$ cat config.mk
export PLATFORM = sky130hd
export DESIGN_NAME = mem_access_stage_flat
export DESIGN_NICKNAME = d
export VERILOG_FILES = /design/src/rtl/mem_access_stage_if.sv /design/src/rtl/mem_access_stage.sv /design/src/flat_wrapper.sv
export SDC_FILE = /design/constraint.sdc
export NUM_CORES = 1
export LEC_CHECK = 0
export ABC_AREA = 1
export BUFFER_PORTS_ARGS = -buffer_cell sky130_fd_sc_hd__buf_2
export CAP_MARGIN = 5
export CORE_MARGIN = 5
export CORE_UTILIZATION = 40
export CTS_CLUSTER_DIAMETER = 30
export DETAILED_ROUTE_END_ITERATION = 8
export PLACE_DENSITY = 0.71
export SLEW_MARGIN = 20
export SYNTH_ARGS = -nofsm -noshare
export SYNTH_HDL_FRONTEND = slang
export SYNTH_SLANG_ARGS = --single-unit
export TNS_END_PERCENT = 10
$ cat constraint.sdc
create_clock -name clk -period 2 [get_ports clk]
set_clock_uncertainty 0.15 [all_clocks]
set_input_delay 0.1 -clock clk [delete_from_list [all_inputs] [get_ports clk]]
set_output_delay 0.1 -clock clk [all_outputs]
set_load 0.03 [all_outputs]
$ cat src/rtl/mem_access_stage_if.sv
// Memory-side bus of the MEM stage: request/ready handshake plus address and data.
//   mem_req   : access request, held for the whole access
//   mem_we    : 1 = store, 0 = load
//   mem_addr  : word-aligned byte address
//   mem_wdata : store data
//   mem_rdata : load data, valid while mem_ready is high
//   mem_ready : memory completes the access this cycle
// master = the pipeline stage, slave = the data memory.
interface mem_access_stage_if;
  logic        mem_req;
  logic        mem_we;
  logic [31:0] mem_addr;
  logic [31:0] mem_wdata;
  logic [31:0] mem_rdata;
  logic        mem_ready;

  modport master (
    output mem_req,
    output mem_we,
    output mem_addr,
    output mem_wdata,
    input  mem_rdata,
    input  mem_ready
  );

  modport slave (
    input  mem_req,
    input  mem_we,
    input  mem_addr,
    input  mem_wdata,
    output mem_rdata,
    output mem_ready
  );
endinterface

$ cat src/rtl/mem_access_stage.sv
// MEM pipeline stage and MEM/WB register.
// Takes EX/MEM control, address and store data, performs loads/stores over a
// variable-latency req/ready memory bus, stalls upstream while an access is
// outstanding, and registers results towards WB.
// Ports:
//   clk, rst            : clock, synchronous active-high reset
//   MemWriteIn/ReadIn   : store/load request from EX/MEM
//   MemToRegIn, RegWriteIn, ALUResultIn, WriteDataIn, DestinationRegIn : EX/MEM payload
//   memBus              : memory bus (master side)
//   stall               : holds PC, IF/ID, ID/EX, EX/MEM
//   mem_fault           : sticky misaligned-access or timeout flag
//   *Out                : registered MEM/WB outputs
module mem_access_stage #(
  parameter int unsigned TIMEOUT = 15
) (
  input  logic                        clk,
  input  logic                        rst,
  input  logic                        MemWriteIn,
  input  logic                        MemReadIn,
  input  logic                        MemToRegIn,
  input  logic                        RegWriteIn,
  input  logic [31:0]                 ALUResultIn,
  input  logic [31:0]                 WriteDataIn,
  input  logic [4:0]                  DestinationRegIn,
  mem_access_stage_if.master          memBus,
  output logic                        stall,
  output logic                        mem_fault,
  output logic                        MemToRegOut,
  output logic                        RegWriteOut,
  output logic [31:0]                 ReadDataOut,
  output logic [31:0]                 ALUResultOut,
  output logic [4:0]                  DestinationRegOut
);

  localparam int unsigned CntWidth = $clog2(TIMEOUT + 1);
  localparam logic [CntWidth-1:0] CntLast = CntWidth'(TIMEOUT - 1);
  localparam logic [CntWidth-1:0] CntMax = {CntWidth{1'b1}};

  typedef enum logic [1:0] {
    StIdle,
    StAccess,
    StResume
  } state_e;

  state_e stateQ, stateD;
  logic [CntWidth-1:0] cntQ, cntD;

  // Hold registers for the instruction being accessed; holdAddr doubles as its ALU result.
  logic        holdWeQ, holdWeD;
  logic        holdMemToRegQ, holdMemToRegD;
  logic        holdRegWriteQ, holdRegWriteD;
  logic [31:0] holdAddrQ, holdAddrD;
  logic [31:0] holdWdataQ, holdWdataD;
  logic [4:0]  holdDestQ, holdDestD;

  logic        faultD;
  logic        memToRegD, regWriteD;
  logic [31:0] readDataD, aluResultD;
  logic [4:0]  destD;

  logic memOp;
  assign memOp = MemReadIn | MemWriteIn;

  always_comb begin
    stateD        = stateQ;
    cntD          = cntQ;
    holdWeD       = holdWeQ;
    holdMemToRegD = holdMemToRegQ;
    holdRegWriteD = holdRegWriteQ;
    holdAddrD     = holdAddrQ;
    holdWdataD    = holdWdataQ;
    holdDestD     = holdDestQ;
    faultD        = mem_fault;
    // MEM/WB outputs default to a bubble every cycle.
    memToRegD     = 1'b0;
    regWriteD     = 1'b0;
    readDataD     = 32'h0;
    aluResultD    = 32'h0;
    destD         = 5'h0;
    stall            = 1'b0;
    memBus.mem_req   = 1'b0;
    memBus.mem_we    = 1'b0;
    memBus.mem_addr  = 32'h0;
    memBus.mem_wdata = 32'h0;

    unique case (stateQ)
      StIdle: begin
        if (!memOp) begin
          memToRegD  = MemToRegIn;
          regWriteD  = RegWriteIn;
          aluResultD = ALUResultIn;
          destD      = DestinationRegIn;
        end else if (ALUResultIn[1:0] != 2'b00) begin
          // Misaligned: drop the instruction, flag it, no bus activity.
          faultD = 1'b1;
        end else begin
          stall         = 1'b1;
          holdWeD       = MemWriteIn;
          holdMemToRegD = MemToRegIn;
          holdRegWriteD = RegWriteIn;
          holdAddrD     = ALUResultIn;
          holdWdataD    = WriteDataIn;
          holdDestD     = DestinationRegIn;
          cntD          = '0;
          stateD        = StAccess;
        end
      end

      StAccess: begin
        stall            = 1'b1;
        memBus.mem_req   = 1'b1;
        memBus.mem_we    = holdWeQ;
        memBus.mem_addr  = holdAddrQ;
        memBus.mem_wdata = holdWdataQ;
        if (memBus.mem_ready) begin
          memToRegD  = holdMemToRegQ;
          regWriteD  = holdRegWriteQ;
          readDataD  = holdWeQ ? 32'h0 : memBus.mem_rdata;
          aluResultD = holdAddrQ;
          destD      = holdDestQ;
          stateD     = StResume;
        end else if (cntQ == CntLast) begin
          faultD = 1'b1;
          stateD = StResume;
        end else if (cntQ != CntMax) begin
          cntD = cntQ + CntWidth'(1);
        end
      end

      // EX/MEM still shows the completed instruction here; it is deliberately ignored.
      StResume: stateD = StIdle;

      default: stateD = StIdle;
    endcase
  end

  always_ff @(posedge clk) begin
    if (rst) begin
      stateQ            <= StIdle;
      cntQ              <= '0;
      holdWeQ           <= 1'b0;
      holdMemToRegQ     <= 1'b0;
      holdRegWriteQ     <= 1'b0;
      holdAddrQ         <= 32'h0;
      holdWdataQ        <= 32'h0;
      holdDestQ         <= 5'h0;
      mem_fault         <= 1'b0;
      MemToRegOut       <= 1'b0;
      RegWriteOut       <= 1'b0;
      ReadDataOut       <= 32'h0;
      ALUResultOut      <= 32'h0;
      DestinationRegOut <= 5'h0;
    end else begin
      stateQ            <= stateD;
      cntQ              <= cntD;
      holdWeQ           <= holdWeD;
      holdMemToRegQ     <= holdMemToRegD;
      holdRegWriteQ     <= holdRegWriteD;
      holdAddrQ         <= holdAddrD;
      holdWdataQ        <= holdWdataD;
      holdDestQ         <= holdDestD;
      mem_fault         <= faultD;
      MemToRegOut       <= memToRegD;
      RegWriteOut       <= regWriteD;
      ReadDataOut       <= readDataD;
      ALUResultOut      <= aluResultD;
      DestinationRegOut <= destD;
    end
  end

endmodule

$ cat src/flat_wrapper.sv
// flat-port wrapper written by rule: the top's interface ports become plain ports
module mem_access_stage_flat 
#(
  parameter int unsigned TIMEOUT = 15
)
  (clk, rst, MemWriteIn, MemReadIn, MemToRegIn, RegWriteIn, ALUResultIn, WriteDataIn, DestinationRegIn, stall, mem_fault, MemToRegOut, RegWriteOut, ReadDataOut, ALUResultOut, DestinationRegOut, memBus_mem_req, memBus_mem_we, memBus_mem_addr, memBus_mem_wdata, memBus_mem_rdata, memBus_mem_ready);
  mem_access_stage_if memBus_i ();
  input  logic clk;
  input  logic rst;
  input  logic MemWriteIn;
  input  logic MemReadIn;
  input  logic MemToRegIn;
  input  logic RegWriteIn;
  input  logic [31:0] ALUResultIn;
  input  logic [31:0] WriteDataIn;
  input  logic [4:0] DestinationRegIn;
  output logic stall;
  output logic mem_fault;
  output logic MemToRegOut;
  output logic RegWriteOut;
  output logic [31:0] ReadDataOut;
  output logic [31:0] ALUResultOut;
  output logic [4:0] DestinationRegOut;
  output wire logic [$bits(memBus_i.mem_req)-1:0] memBus_mem_req;
  output wire logic [$bits(memBus_i.mem_we)-1:0] memBus_mem_we;
  output wire logic [$bits(memBus_i.mem_addr)-1:0] memBus_mem_addr;
  output wire logic [$bits(memBus_i.mem_wdata)-1:0] memBus_mem_wdata;
  input wire logic [$bits(memBus_i.mem_rdata)-1:0] memBus_mem_rdata;
  input wire logic [$bits(memBus_i.mem_ready)-1:0] memBus_mem_ready;
  assign memBus_mem_req = memBus_i.mem_req;
  assign memBus_mem_we = memBus_i.mem_we;
  assign memBus_mem_addr = memBus_i.mem_addr;
  assign memBus_mem_wdata = memBus_i.mem_wdata;
  assign memBus_i.mem_rdata = memBus_mem_rdata;
  assign memBus_i.mem_ready = memBus_mem_ready;
  mem_access_stage #(.TIMEOUT(TIMEOUT)) u_core (.clk(clk), .rst(rst), .MemWriteIn(MemWriteIn), .MemReadIn(MemReadIn), .MemToRegIn(MemToRegIn), .RegWriteIn(RegWriteIn), .ALUResultIn(ALUResultIn), .WriteDataIn(WriteDataIn), .DestinationRegIn(DestinationRegIn), .memBus(memBus_i), .stall(stall), .mem_fault(mem_fault), .MemToRegOut(MemToRegOut), .RegWriteOut(RegWriteOut), .ReadDataOut(ReadDataOut), .ALUResultOut(ALUResultOut), .DestinationRegOut(DestinationRegOut));
endmodule
# After elaboration in Yosys (flattened, before gate mapping)
# Index checks and enable logic that the tools add are counted.
[op_classes]
bitwise = 4
shifts = 0
reduce_logical = 8
n_eq_ne = 11
n_mul = 0
n_addsub = 1
n_div = 0
magnitude_cmp = 0
mux = 35
[ops]
columns = ["cell", "n"]
rows = [
  ["32-bit 2-to-1 mux", 4],
  ["32-bit one-hot mux with 2 select lines", 1],
  ["4-bit 2-to-1 mux", 5],
  ["1-bit 2-to-1 mux", 12],
  ["5-bit 2-to-1 mux", 2],
  ["5-bit one-hot mux with 2 select lines", 1],
  ["2-bit 2-to-1 mux", 4],
  ["2-bit by 1-bit inequality test with 1-bit output (second input constant)", 4],
  ["1-bit one-hot mux with 2 select lines", 4],
  ["4-bit one-hot mux with 2 select lines", 1],
  ["2-bit inequality test (second input constant)", 3],
  ["3-bit AND reduction", 2],
  ["6-bit AND reduction", 1],
  ["5-bit AND reduction", 1],
  ["4-bit by 1-bit adder with 4-bit output (second input constant)", 1],
  ["4-bit == test (second input constant)", 1],
  ["4-bit inequality test (second input constant)", 1],
  ["2-bit one-hot mux with 2 select lines", 1],
  ["2-bit nonzero test", 2],
  ["4-bit OR reduction", 1],
  ["3-bit by 2-bit inequality test with 1-bit output (second input constant)", 1],
  ["1-bit inverter", 3],
  ["2-bit by 1-bit == test with 1-bit output (second input constant)", 1],
  ["2-bit logical NOT", 1],
  ["1-bit bitwise OR", 1],
]
[totals]
latchBits = 0
word_cells = 73
mem_bits_rw = 0
mem_bits_ro = 0
memories = 0
inputBits = 108
out_inout_bits = 139
reg_bits = 150

# Longest topological paths before layout
# Gate-level depths: netlist of the first run.
[depth]
depth_word = 5
mapped_depth = 9
depth_no_buf = 9

# Least setup slack after synthesis of the first run
# Ideal clock, no wire load.
[synth_path]
path_type = "flip-flop to flip-flop"
from = "register u_core.stateQ[0]"
to = "register u_core.ALUResultOut[1]"
n_path_buf = 1
path_stages_with_launch = 6
period_less_slack_ps = 1602
slack_ps = 398
arrival_time_ps = 1381
required_ps = 1780
setup_time_ps = 70
path_cell_list = "dfxtp_1 nand2_1 buf_2 nor2_1 nand2_1 a21oi_1"
[synth_between]
elab_chain_len = 2
word_cells_on_any_way = 3
classes_between = "eq/ne: 1; mux: 1; reduce/logical: 1"
[synth_rtl]
columns = ["item", "line", "text"]
rows = [
  ["start: declaration", "mem_access_stage.sv:45", "state_e stateQ, stateD;"],
  ["start signal: assignment", "mem_access_stage.sv:139", "stateQ <= StIdle;"],
  ["start signal: assignment", "mem_access_stage.sv:154", "stateQ <= stateD;"],
  ["2-bit by 1-bit == test with 1-bit output or 2-bit logical NOT (tied branches)", "mem_access_stage.sv:86", "unique case (stateQ)"],
  ["32-bit one-hot mux with 2 select lines (*)", "mem_access_stage.sv:86", ""],
  ["end signal: assignment", "mem_access_stage.sv:166", "ALUResultOut <= aluResultD;"],
  ["end: declaration", "mem_access_stage.sv:31", "output logic [31:0] ALUResultOut,"],
]
# Mark *: on every way between the ends. The rest lies on a longest branch, timed or not.
# A chain may end at the register's enable or synchronous reset.

# Final worst setup path of the first run
[layout_path]
from = "input port ALUResultIn[0]"
to = "output port stall"
[layout_between]
elab_chain_len = 4
[layout_rtl]
columns = ["item", "line", "text"]
rows = [
  ["start: declaration", "flat_wrapper.sv:14", "input logic [31:0] ALUResultIn;"],
  ["2-bit nonzero test", "mem_access_stage.sv:93", "end else if (ALUResultIn[1:0] != 2'b00) begin"],
  ["1-bit 2-to-1 mux", "mem_access_stage.sv:93", ""],
  ["1-bit 2-to-1 mux", "mem_access_stage.sv:88", "if (!memOp) begin"],
  ["1-bit one-hot mux with 2 select lines", "mem_access_stage.sv:86", ""],
  ["end: declaration", "flat_wrapper.sv:17", "output logic stall;"],
]
# No other way between the ends.

==> results.md, run 1 <==
- Syn avg cell area: 7.66 µm²
- RSZ-0062 raised after global routing: no
- Cell count after synthesis: 724
- Starting Density: 0.404
- Most common cell after layout, fill and taps aside: buf_2
- FF-to-FF End: u_core.holdWeQ
- Hold path start: MemReadIn
- Library cells used by synthesis: 25
- Crit path buf inv count: 5
- Total Wirelength: 17800 µm
- Die area: 16300 µm²
- Status: finished clean
- Max Clk Rate: 529 MHz
- Post-DP HPWL: 10600 µm
- Comb pwr share: 0.125
- Net Sw Frac: 0.250
- Number of synthesized register bits: 150
- Total iterations of the first detailed-routing run: 5
- Largest area contributor in the netlist: dfxtp_1
- Critical Path Max Stage Delay: 0.54 ns
- Final Hold Fails: 0
- Post-route cell area: 8630 µm²
- Peak supply drop: 0.616 mV
- # nets final: 1175
- H-tree levels: 4
- Sequential share of power: 0.442
- Sequential share of the synthesized area: 0.542
- Primary FF master, synth: dfxtp_1
- Root buffer cell: clkbuf_16
- Synth top area cells: dfxtp_1 (54%), a21oi_1 (9.7%), nor2_1 (8.0%), inv_1 (7.4%), nand2_1 (6.8%)
- DR vias: 5813
- Worst Setup Start Kind: primary input
- Port bufs: 246
- WP data arrival: 1.64 ns
- R2R depth: 6
- Critical-path maximum fanout: 38
- CTS tree: done
- Synth warn: 0
- Final setup fails: 0
- Switching power: 0.00179 W
- # clock sinks: 150
- Final setup margin: 0.109 ns
- Starting DRT DRC Count: 318
- Synthesis-to-finish area growth: 55.7%
- Largest net degree at the start of global routing: 77
- Setup TNS: 0 ns
- EDFF count, synth: 0
- Routed len/inst: 14.1 µm
- CP max-delay cell: dlygate4sd3_1
- Syn Nets: 834
- Crit path time final: 1.89 ns
- Die Height: 128 µm
- Post-DP Area: 6900 µm²
- Hold path depth: 7
- Synth top area share: 0.542
- Total grt overflow: 0
- Crit path capture type: primary output
- IO Pins: 247
- Layout cells sized above 1: 0.287
- First-pass GRT wire length: 27700 µm
- Post-Syn Area: 5540 µm²
- Remaining DRCs: 0
- Cell chain of the critical path: dlygate4sd3_1 -> buf_2 -> nor2_4 -> nand2_4 -> nor2_8 -> inv_4 -> buf_16 -> nand2_2 -> buf_6
- Worst-Skew Late Latency: 0.42 ns
- Clk network pwr share: 0.432
- Crit-path leading delay family: buffers and inverters
- Relative slew slack: 0.647
- Vias in the first global route: 5599
- Hold Path End: u_core.cntQ[1]
- Highest-count cells in the layout ignoring fill and taps: buf_2 (245), dfxtp_1 (148), nor2_1 (118)
- CP required: 1.75 ns
- Final Max Slew Viols: 0
- All-Layer GR Usage: 0.211
- Async set or reset register ratio after synthesis: 0
- Final Util: 0.629
- Antenna violations before repair: 0
- Clk buf depth: 2
- Power Density: 829 nW/µm²
- DRT antenna net count: 0
- FF-to-FF setup slack: 0.29 ns
- Clk slew on worst S/H paths: 0.06 ns
- Vias per cell: 4.61
- CTS Buf Count: 17
- Slew @ Worst Pin: 0.529 ns
- Int Pwr: 0.00536 W
- Worst setup path category: in -> out
- Pre-CTS setup slack: 0.428 ns
- Core ar.: 13700 µm²
- Lkg Pwr: 4.16 nW
- Max_cap viols: 0
- Hold Path Class: in -> reg
- GP Congestion: 0.790
- Die Width: 128 µm
- R2R Path Start: u_core.stateQ[0]
- # rows: 43
- Fin crit share: 0.946
sequential cells by signal, indices dropped and copies added, names as in the netlist:
name and flops:
u_core.holdWdataQ 32, u_core.MemToRegOut 1, u_core.RegWriteOut 1, u_core.holdAddrQ 32, u_core.holdDestQ 5, u_core.stateQ 2, u_core.mem_fault 1, u_core.ALUResultOut 32
u_core.cntQ 4, u_core.holdMemToRegQ 1, u_core.ReadDataOut 32, u_core.DestinationRegOut 5, u_core.holdRegWriteQ 1, u_core.holdWeQ 1
metrics by stage:
| stage | power [W] | hold WS [ns] | cells |
|---|---|---|---|
| after global placement | 0.00392 | 0.163 | 1115 |
| after detailed placement | 0.00393 | 0.169 | 1115 |
| after floorplan | 0.00367 | 0.0622 | 724 |
| after global routing | 0.00745 | 0.179 | 1258 |
| final | 0.00715 | 0.0845 | 1260 |
| after CTS | 0.00717 | 0.0707 | 1254 |
cell families after synthesis:
| kind of cell | synth area share |
|---|---|
| XOR/XNOR | 0.00158 |
| AND/OR/NAND/NOR | 0.170 |
| flip-flops | 0.542 |
| AO/OA/AOI/OAI | 0.160 |
| buffers and inverters | 0.122 |
| adder cells (fa/ha/maj) | 0.00451 |
what timing repair did:
item,in CTS,in global routing
hold buffers,107,0
gates cloned,0,1
setup endpoints to repair,1,32
setup buffers,0,3
gates resized for setup,1,7
pin swaps,0,2
endpoints found under the hold margin,145,0
cells in the mapped netlist (2+ instances only):
cell,instances
nand2_1,101
ha_1,2
nor2_4,2
nand4_1,3
buf_1,2
buf_2,16
buf_6,5
inv_2,4
clkbuf_1,15
o21ai_0,69
dfxtp_1,150
inv_1,110
a21oi_1,107
nand3_1,5
clkbuf_2,5
buf_4,2
nor2_1,118
routing by layer:
| layer | global-route usage | share of wire | routed length [µm] |
|---|---|---|---|
| met5 | 0 | 0 | 0 |
| met4 | 0.0824 | 0.015 | 273 |
| met3 | 0.0679 | 0.088 | 1570 |
| met2 | 0.370 | 0.49 | 8770 |
| met1 | 0.238 | 0.40 | 7180 |
area by class of cell:
cell class | instances | area (µm²)
antenna | 2 | 5.00
inverter | 115 | 434
clock buffer | 22 | 484
tap | 180 | 225
fill | 1144 | 5090
sequential | 150 | 3010
timing repair buffer | 367 | 2500
clock inverter | 10 | 95.1
multi-input combinational | 414 | 1880
how the worst max path moves through the flow:
stage	end	startpoint	cells after the start	slack, ns
global placement	u_core.ReadDataOut[8]	u_core.stateQ[0]	7	0.44
global route	stall	u_core.stateQ[0]	7	0.03
CTS	stall	ALUResultIn[0]	9	0.02
floorplan	u_core.ALUResultOut[1]	u_core.stateQ[0]	5	0.40
detailed placement	u_core.ReadDataOut[29]	u_core.stateQ[0]	7	0.43
finish	stall	ALUResultIn[0]	9	0.11
power groups by stage:
stage	Combinational (W)	Clock, W	Sequential [W]
6_report	0.000897	0.00309	0.00317
5_1_grt	0.000986	0.00329	0.00318
4_1_cts	0.000866	0.00314	0.00316
3_5_place_dp	0.000697	0	0.00323
3_3_place_gp	0.000690	0	0.00323
2_1_floorplan	0.000379	0	0.00329
worst register-to-register path: stages (launching register included):
cell and delay, ns:
dfxtp_2 0.36, nor2_4 0.15, nand2_4 0.08, nor2_8 0.15
nand2_1 0.06, dlygate4sd3_1 0.55, a21oi_1 0.13
Note: power is estimated with default switching activity, not from simulation.
==> run 2: changes to the inputs <==
- CORE_ASPECT_RATIO: default -> 1.2
==> results.md, run 2 (synthesized netlist as in run 1, its figures left out) <==
- Worst setup startpoint: u_core.stateQ[1]
- Starting DRT DRC Count: 529 (+66%)
- Power Density: 887 nW/µm² (+7.1%)
- R2R depth: 7 (+1)
- Critical-path maximum fanout: 69 (+82%)
- Switching power: 0.00179 W (about the same)
- Highest-count cells in the layout ignoring fill and taps: buf_2 (245), dfxtp_1 (148), nor2_1 (118)
- # clock sinks: 150 (unchanged)
- Clk network pwr share: 0.473 (+0.041)
- Fin crit share: 0.964 (+0.0180)
- Final setup fails: 0 (unchanged)
- Max_cap viols: 0 (unchanged)
- Die Width: 117 µm (-8.0%)
- Max Clk Rate: 519 MHz (-1.9%)
- Remaining DRCs: 0 (unchanged)
- Clk buf depth: 2 (unchanged)
- Relative slew slack: 0.644 (-0.00307)
- Worst setup path category: reg -> out
- Synthesis-to-finish area growth: 56.4%
- Filler cells: 1115 (-2.5%)
- Hold path start: MemReadIn
- GP Congestion: 0.857 (+8.4%)
- Antenna violations before repair: 0 (unchanged)
- Final Max Slew Viols: 0 (unchanged)
- Largest net degree at the start of global routing: 82 (+6.5%)
- Most common cell after layout, fill and taps aside: buf_2
- N_diodes: 0 (-2)
- Int Pwr: 0.00590 W (+10%)
- Status: finished clean
- # nets final: 1173 (-0.17%)
- FF-to-FF setup slack: 0.12 ns (-0.17 ns)
- Crit path capture type: primary output
- DR vias: 5874 (+1.0%)
- RSZ-0062 raised after global routing: yes
- Worst Setup Start Kind: register
- Total Wirelength: 18400 µm (+3.6%)
- Routed len/inst: 14.8 µm (+4.7%)
- Setup bufs post-CTS: 0 (unchanged)
- Die area: 16300 µm² (about the same)
- DRT antenna net count: 0 (unchanged)
- Total iterations of the first detailed-routing run: 5 (unchanged)
- Peak supply drop: 0.575 mV (-6.6%)
- Net Sw Frac: 0.233 (-0.0177)
- Vias per cell: 4.71 (+2.2%)
- Clk slew on worst S/H paths: 0.06 ns (about the same)
- All-Layer GR Usage: 0.218 (+0.00738)
- Sequential share of power: 0.411 (-0.031)
- Register Area: 3010 µm² (unchanged)
- Post-DP HPWL: 10600 µm (-0.61%)
- IO Pins: 247 (unchanged)
- Root buffer cell: clkbuf_16
- Crit path time final: 1.93 ns (+0.0361 ns)
- Worst-Skew Late Latency: 0.41 ns (about the same)
- CTS Buf Count: 17 (unchanged)
- Total Power: 0.00770 W (+7.6%)
- R2R Path Start: u_core.stateQ[0]
- Layout cells sized above 1: 0.283 (-0.00385)
- # rows: 47 (+9.3%)
- Die Height: 139 µm (+8.8%)
- Port bufs: 246 (unchanged)
- First-pass GRT wire length: 29400 µm (+6.4%)
- FF-to-FF End: u_core.ReadDataOut[13]
- WP data arrival: 1.68 ns (+0.04 ns)
- Comb pwr share: 0.115 (-0.010)
- Lkg Pwr: 4.19 nW (+0.74%)
- Multi-input gate area: 1880 µm² (-0.27%)
- Core ar.: 13700 µm² (-0.13%)
- Final Hold Fails: 0 (unchanged)
- Hold Path End: u_core.cntQ[1]
- H-tree levels: 4 (unchanged)
- Final Util: 0.633 (+0.00373)
- Starting Density: 0.405 (+0.000517)
- Slew @ Worst Pin: 0.534 ns (+0.00461 ns)
- Vias in the first global route: 5851 (+4.5%)
- Total grt overflow: 0 (unchanged)
- Hold Path Class: in -> reg
- Hold path depth: 7 (unchanged)
- CTS tree: done
- CP required: 1.75 ns (about the same)
## run 2: changes by cell type in the layout (fill, tap and decap cells not counted), sizes merged
cell / before / now
bufinv: 1 / 6
buf: 259 / 255
clkbuf: 23 / 20
diode: 2 / 0
dlygate4sd3: 107 / 109
clkinv: 5 / 4
clkinvlp: 2 / 1
inv: 117 / 116
## run 2: per-stage QoR
stage	hold slack, ns	setup TNS (ns)	instances	cell area [µm²]	setup slack, ns
after floorplan	0.0622	0	724	5540	0.398
after global placement	0.163	0	1105	6860	0.380
after detailed placement	0.169	0	1105	6860	0.295
after CTS	0.0796	0	1245	8630	0.0281
after global routing	0.150	-0.0163	1246	8670	-0.0163
final	0.105	0	1246	8670	0.0727
## run 2: worst max-delay path: stages, from the launching register on
cell and delay (ns):
dfxtp_2 0.36, inv_1 0.08, nand2_2 0.06, buf_12 0.21, nor2_1 0.27, buf_2 0.26
## run 2: how the worst max path moves through the flow
stage                                         to  slack [ns]  cells past startpoint
final                       memBus_mem_wdata[11]        0.07                      5
after global routing                       stall       -0.02                      9
after CTS                 u_core.ReadDataOut[13]        0.03                      7
after detailed placement  u_core.ReadDataOut[30]        0.29                      7
after global placement      u_core.holdAddrQ[20]        0.38                      7
after floorplan           u_core.ALUResultOut[1]        0.40                      5
## run 2: what timing repair did
item                       4_1_cts  5_1_grt
hold endpoints to repair       142        0
resized for setup                2        4
setup endpoints to repair        2        3
hold buffers                   109        0
cloned                           0        1
## run 2: final cells by class
type                            count  share of cell area
Sequential cell                   150               0.347
Timing Repair Buffer              365               0.284
Multi-Input combinational cell    414               0.216
Clock buffer                       19              0.0522
Inverter                          115              0.0504
Clock inverter                     12              0.0258
Tap cell                          171              0.0247
## run 2: power by group through the flow
stage	clock network (W)	registers, W	logic, W
5_1_grt	0.00384	0.00318	0.000972
4_1_cts	0.00372	0.00316	0.000854
2_1_floorplan	0	0.00329	0.000379
6_report	0.00364	0.00317	0.000885
3_5_place_dp	0	0.00323	0.000687
3_3_place_gp	0	0.00323	0.000677
## run 2: layer usage
metal / wire [µm] / global-route usage / vias to the layer above / part of all wire
li1: - / - / 2905 / -
met1: 7270 / 0.248 / 2646 / 0.39
met2: 8910 / 0.372 / 285 / 0.48
met3: 1680 / 0.0738 / 38 / 0.091
met4: 563 / 0.0942 / 0 / 0.031
met5: 0 / 0 / - / 0
==> run 3: changes to the inputs <==
- CORE_UTILIZATION: 40 -> 47
- GPL_ROUTABILITY_DRIVEN: default -> 0
- PLACE_DENSITY: 0.71 -> 0.81
==> results.md, run 3 (synthesized netlist as in run 1, its figures left out) <==
- # rows: 43 (-8.5%)
- Most common cell after layout, fill and taps aside: buf_2
- Final Max Slew Viols: 0 (unchanged)
- Clk slew on worst S/H paths: 0.06 ns (about the same)
- Critical Path Max Stage Delay: 0.57 ns (+0.21 ns)
- Int Pwr: 0.00532 W (-9.9%)
- Highest-count cells in the layout ignoring fill and taps: buf_2 (246), dfxtp_1 (150), nor2_1 (118)
- Starting DRT DRC Count: 366 (-31%)
- Synthesis-to-finish area growth: 54.7%
- DR vias: 6064 (+3.2%)
- First-pass GRT wire length: 29500 µm (about the same)
- GRT met1 Usage: 0.285 (+0.0365)
- Final Hold Fails: 0 (unchanged)
- CTS tree: done
- Total Wirelength: 19200 µm (+4.4%)
- CP required: 2.20 ns (+0.45 ns)
- Vias per cell: 4.91 (+4.2%)
- Vias in the first global route: 6052 (+3.4%)
- Die Height: 129 µm (-7.2%)
- CP max-delay cell: dlygate4sd3_1
- Min Hold Slack: 0.0972 ns (-0.00819 ns)
- Worst-Skew Late Latency: 0.41 ns (about the same)
- Switching power: 0.00191 W (+6.8%)
- DRT antenna net count: 0 (unchanged)
- Relative slew slack: 0.641 (-0.00358)
- Hold Path Class: in -> reg
- Worst setup path category: in -> reg
- Filler cells: 776 (-30%)
- # clock sinks: 150 (unchanged)
- Antenna violations before repair: 1 (+1)
- Routed len/inst: 15.6 µm (+5.4%)
- Status: finished clean
- Total grt overflow: 0 (unchanged)
- Clk network pwr share: 0.437 (-0.036)
- Clk buf depth: 2 (unchanged)
- Setup TNS: 0 ns (unchanged)
- Placed Instances: 1093 (-1.1%)
- Crit path capture type: register
- Starting Density: 0.479 (+0.0746)
- Fin cells: 1235 (-0.88%)
- Total Power: 0.00724 W (-6.0%)
- Worst Setup Start Kind: primary input
- Total iterations of the first detailed-routing run: 5 (unchanged)
- IO Pins: 247 (unchanged)
- Comb pwr share: 0.125 (+0.010)
- Largest net degree at the start of global routing: 52 (-37%)
- Core ar.: 11600 µm² (-16%)
- Max Clk Rate: 516 MHz (-0.58%)
- Net Sw Frac: 0.264 (+0.0317)
- Post-DP HPWL: 10900 µm (+3.4%)
- GRT busiest layer: met2
- Critical-path maximum fanout: 18 (-74%)
- WP data arrival: 2.14 ns (+0.46 ns)
- All-Layer GR Usage: 0.268 (+0.0499)
- Final Util: 0.741 (+0.108)
- Met2 Resource Use GR: 0.476 (+0.104)
- Lkg Pwr: 4.14 nW (-1.2%)
- Die area: 14100 µm² (-14%)
- Remaining DRCs: 0 (unchanged)
- # nets final: 1174 (+0.085%)
- Fin crit share: 0.969 (+0.00566)
- Max_cap viols: 0 (unchanged)
- Crit path time final: 1.94 ns (+0.0113 ns)
- Slew @ Worst Pin: 0.539 ns (+0.00537 ns)
- H-tree levels: 4 (unchanged)
- Peak supply drop: 0.533 mV (-7.4%)
- Sequential share of power: 0.438 (+0.027)
- Port bufs: 246 (unchanged)
- CTS Buf Count: 17 (unchanged)
- Root buffer cell: clkbuf_16
- Final setup fails: 0 (unchanged)
- Met3 Use GR: 0.0893 (+0.0155)
- Layout cells sized above 1: 0.284 (+0.00133)
- Power Density: 844 nW/µm² (-4.9%)
- Die Width: 109 µm (-7.1%)
- Cell chain of the critical path: dlygate4sd3_1 -> buf_2 -> inv_1 -> nand2_1 -> inv_2 -> nand2_2 -> clkinv_4 -> buf_12 -> nand2_1 -> a21oi_1 -> dlygate4sd3_1
-- run 3: changes by cell type in the layout (fill, tap and decap cells not counted), sizes merged --
cell / previous run / this run
bufinv: 6 / 1
inv: 116 / 121
buf: 255 / 257
clkinvlp: 1 / 2
diode: 0 / 1
dlygate4sd3: 109 / 108
-- run 3: timing repair --
item | in CTS | in global routing
hold buffers | 108 | 0
resized for setup | 0 | 4
setup buffers | 0 | 0
endpoints found under the hold margin | 144 | 0
setup endpoints to repair | 0 | 3
-- run 3: power by group through the flow --
stage / Clock (W) / Sequential [W] / Combinational, W
after floorplan: 0 / 0.00329 / 0.000379
after global placement: 0 / 0.00323 / 0.000682
after detailed placement: 0 / 0.00323 / 0.000694
after CTS: 0.00319 / 0.00317 / 0.000863
after global routing: 0.00334 / 0.00318 / 0.000986
final: 0.00316 / 0.00317 / 0.000903
-- run 3: worst max-delay path: cells and delay by family --
kind,cells,cell delay (ns)
compound gates,1,0.14
simple gates,3,0.22
buf+inv,7,1.66
-- run 3: metrics by stage --
step | setup WS [ns] | area [µm²]
6_report | 0.0614 | 8570
5_1_grt | -0.0109 | 8570
4_1_cts | 0.0189 | 8530
3_5_place_dp | 0.252 | 6870
3_3_place_gp | 0.296 | 6870
2_1_floorplan | 0.398 | 5540
-- run 3: path summary, 6_finish.rpt --
path | start | to | slack, ns | depth (start not counted)
max | MemWriteIn | u_core.RegWriteOut | 0.06 | 11
min | MemReadIn | u_core.cntQ[1] | 0.1 | 7
max reg2reg | u_core.stateQ[0] | u_core.RegWriteOut | 0.07 | 7
min reg2reg | u_core.holdAddrQ[20] | u_core.holdAddrQ[20] | 0.30 | 2
-- run 3: layout make-up --
cell class | count | area [µm²] | share of cell area
diodes | 1 | 2.50 | 0.000292
repair buffers | 366 | 2470 | 0.288
clock buffers | 19 | 453 | 0.0528
clock inverters | 13 | 135 | 0.0158
inverters | 115 | 442 | 0.0515
flip-flops and latches | 150 | 3000 | 0.350
multi-input cells | 414 | 1870 | 0.218
well taps | 157 | 196 | 0.0229
-- run 3: layer usage --
metal | share of wire | up-vias
li1 | - | 2918
met1 | 0.36 | 2740
met2 | 0.50 | 349
met3 | 0.11 | 57
met4 | 0.034 | 0
met5 | 0 | -
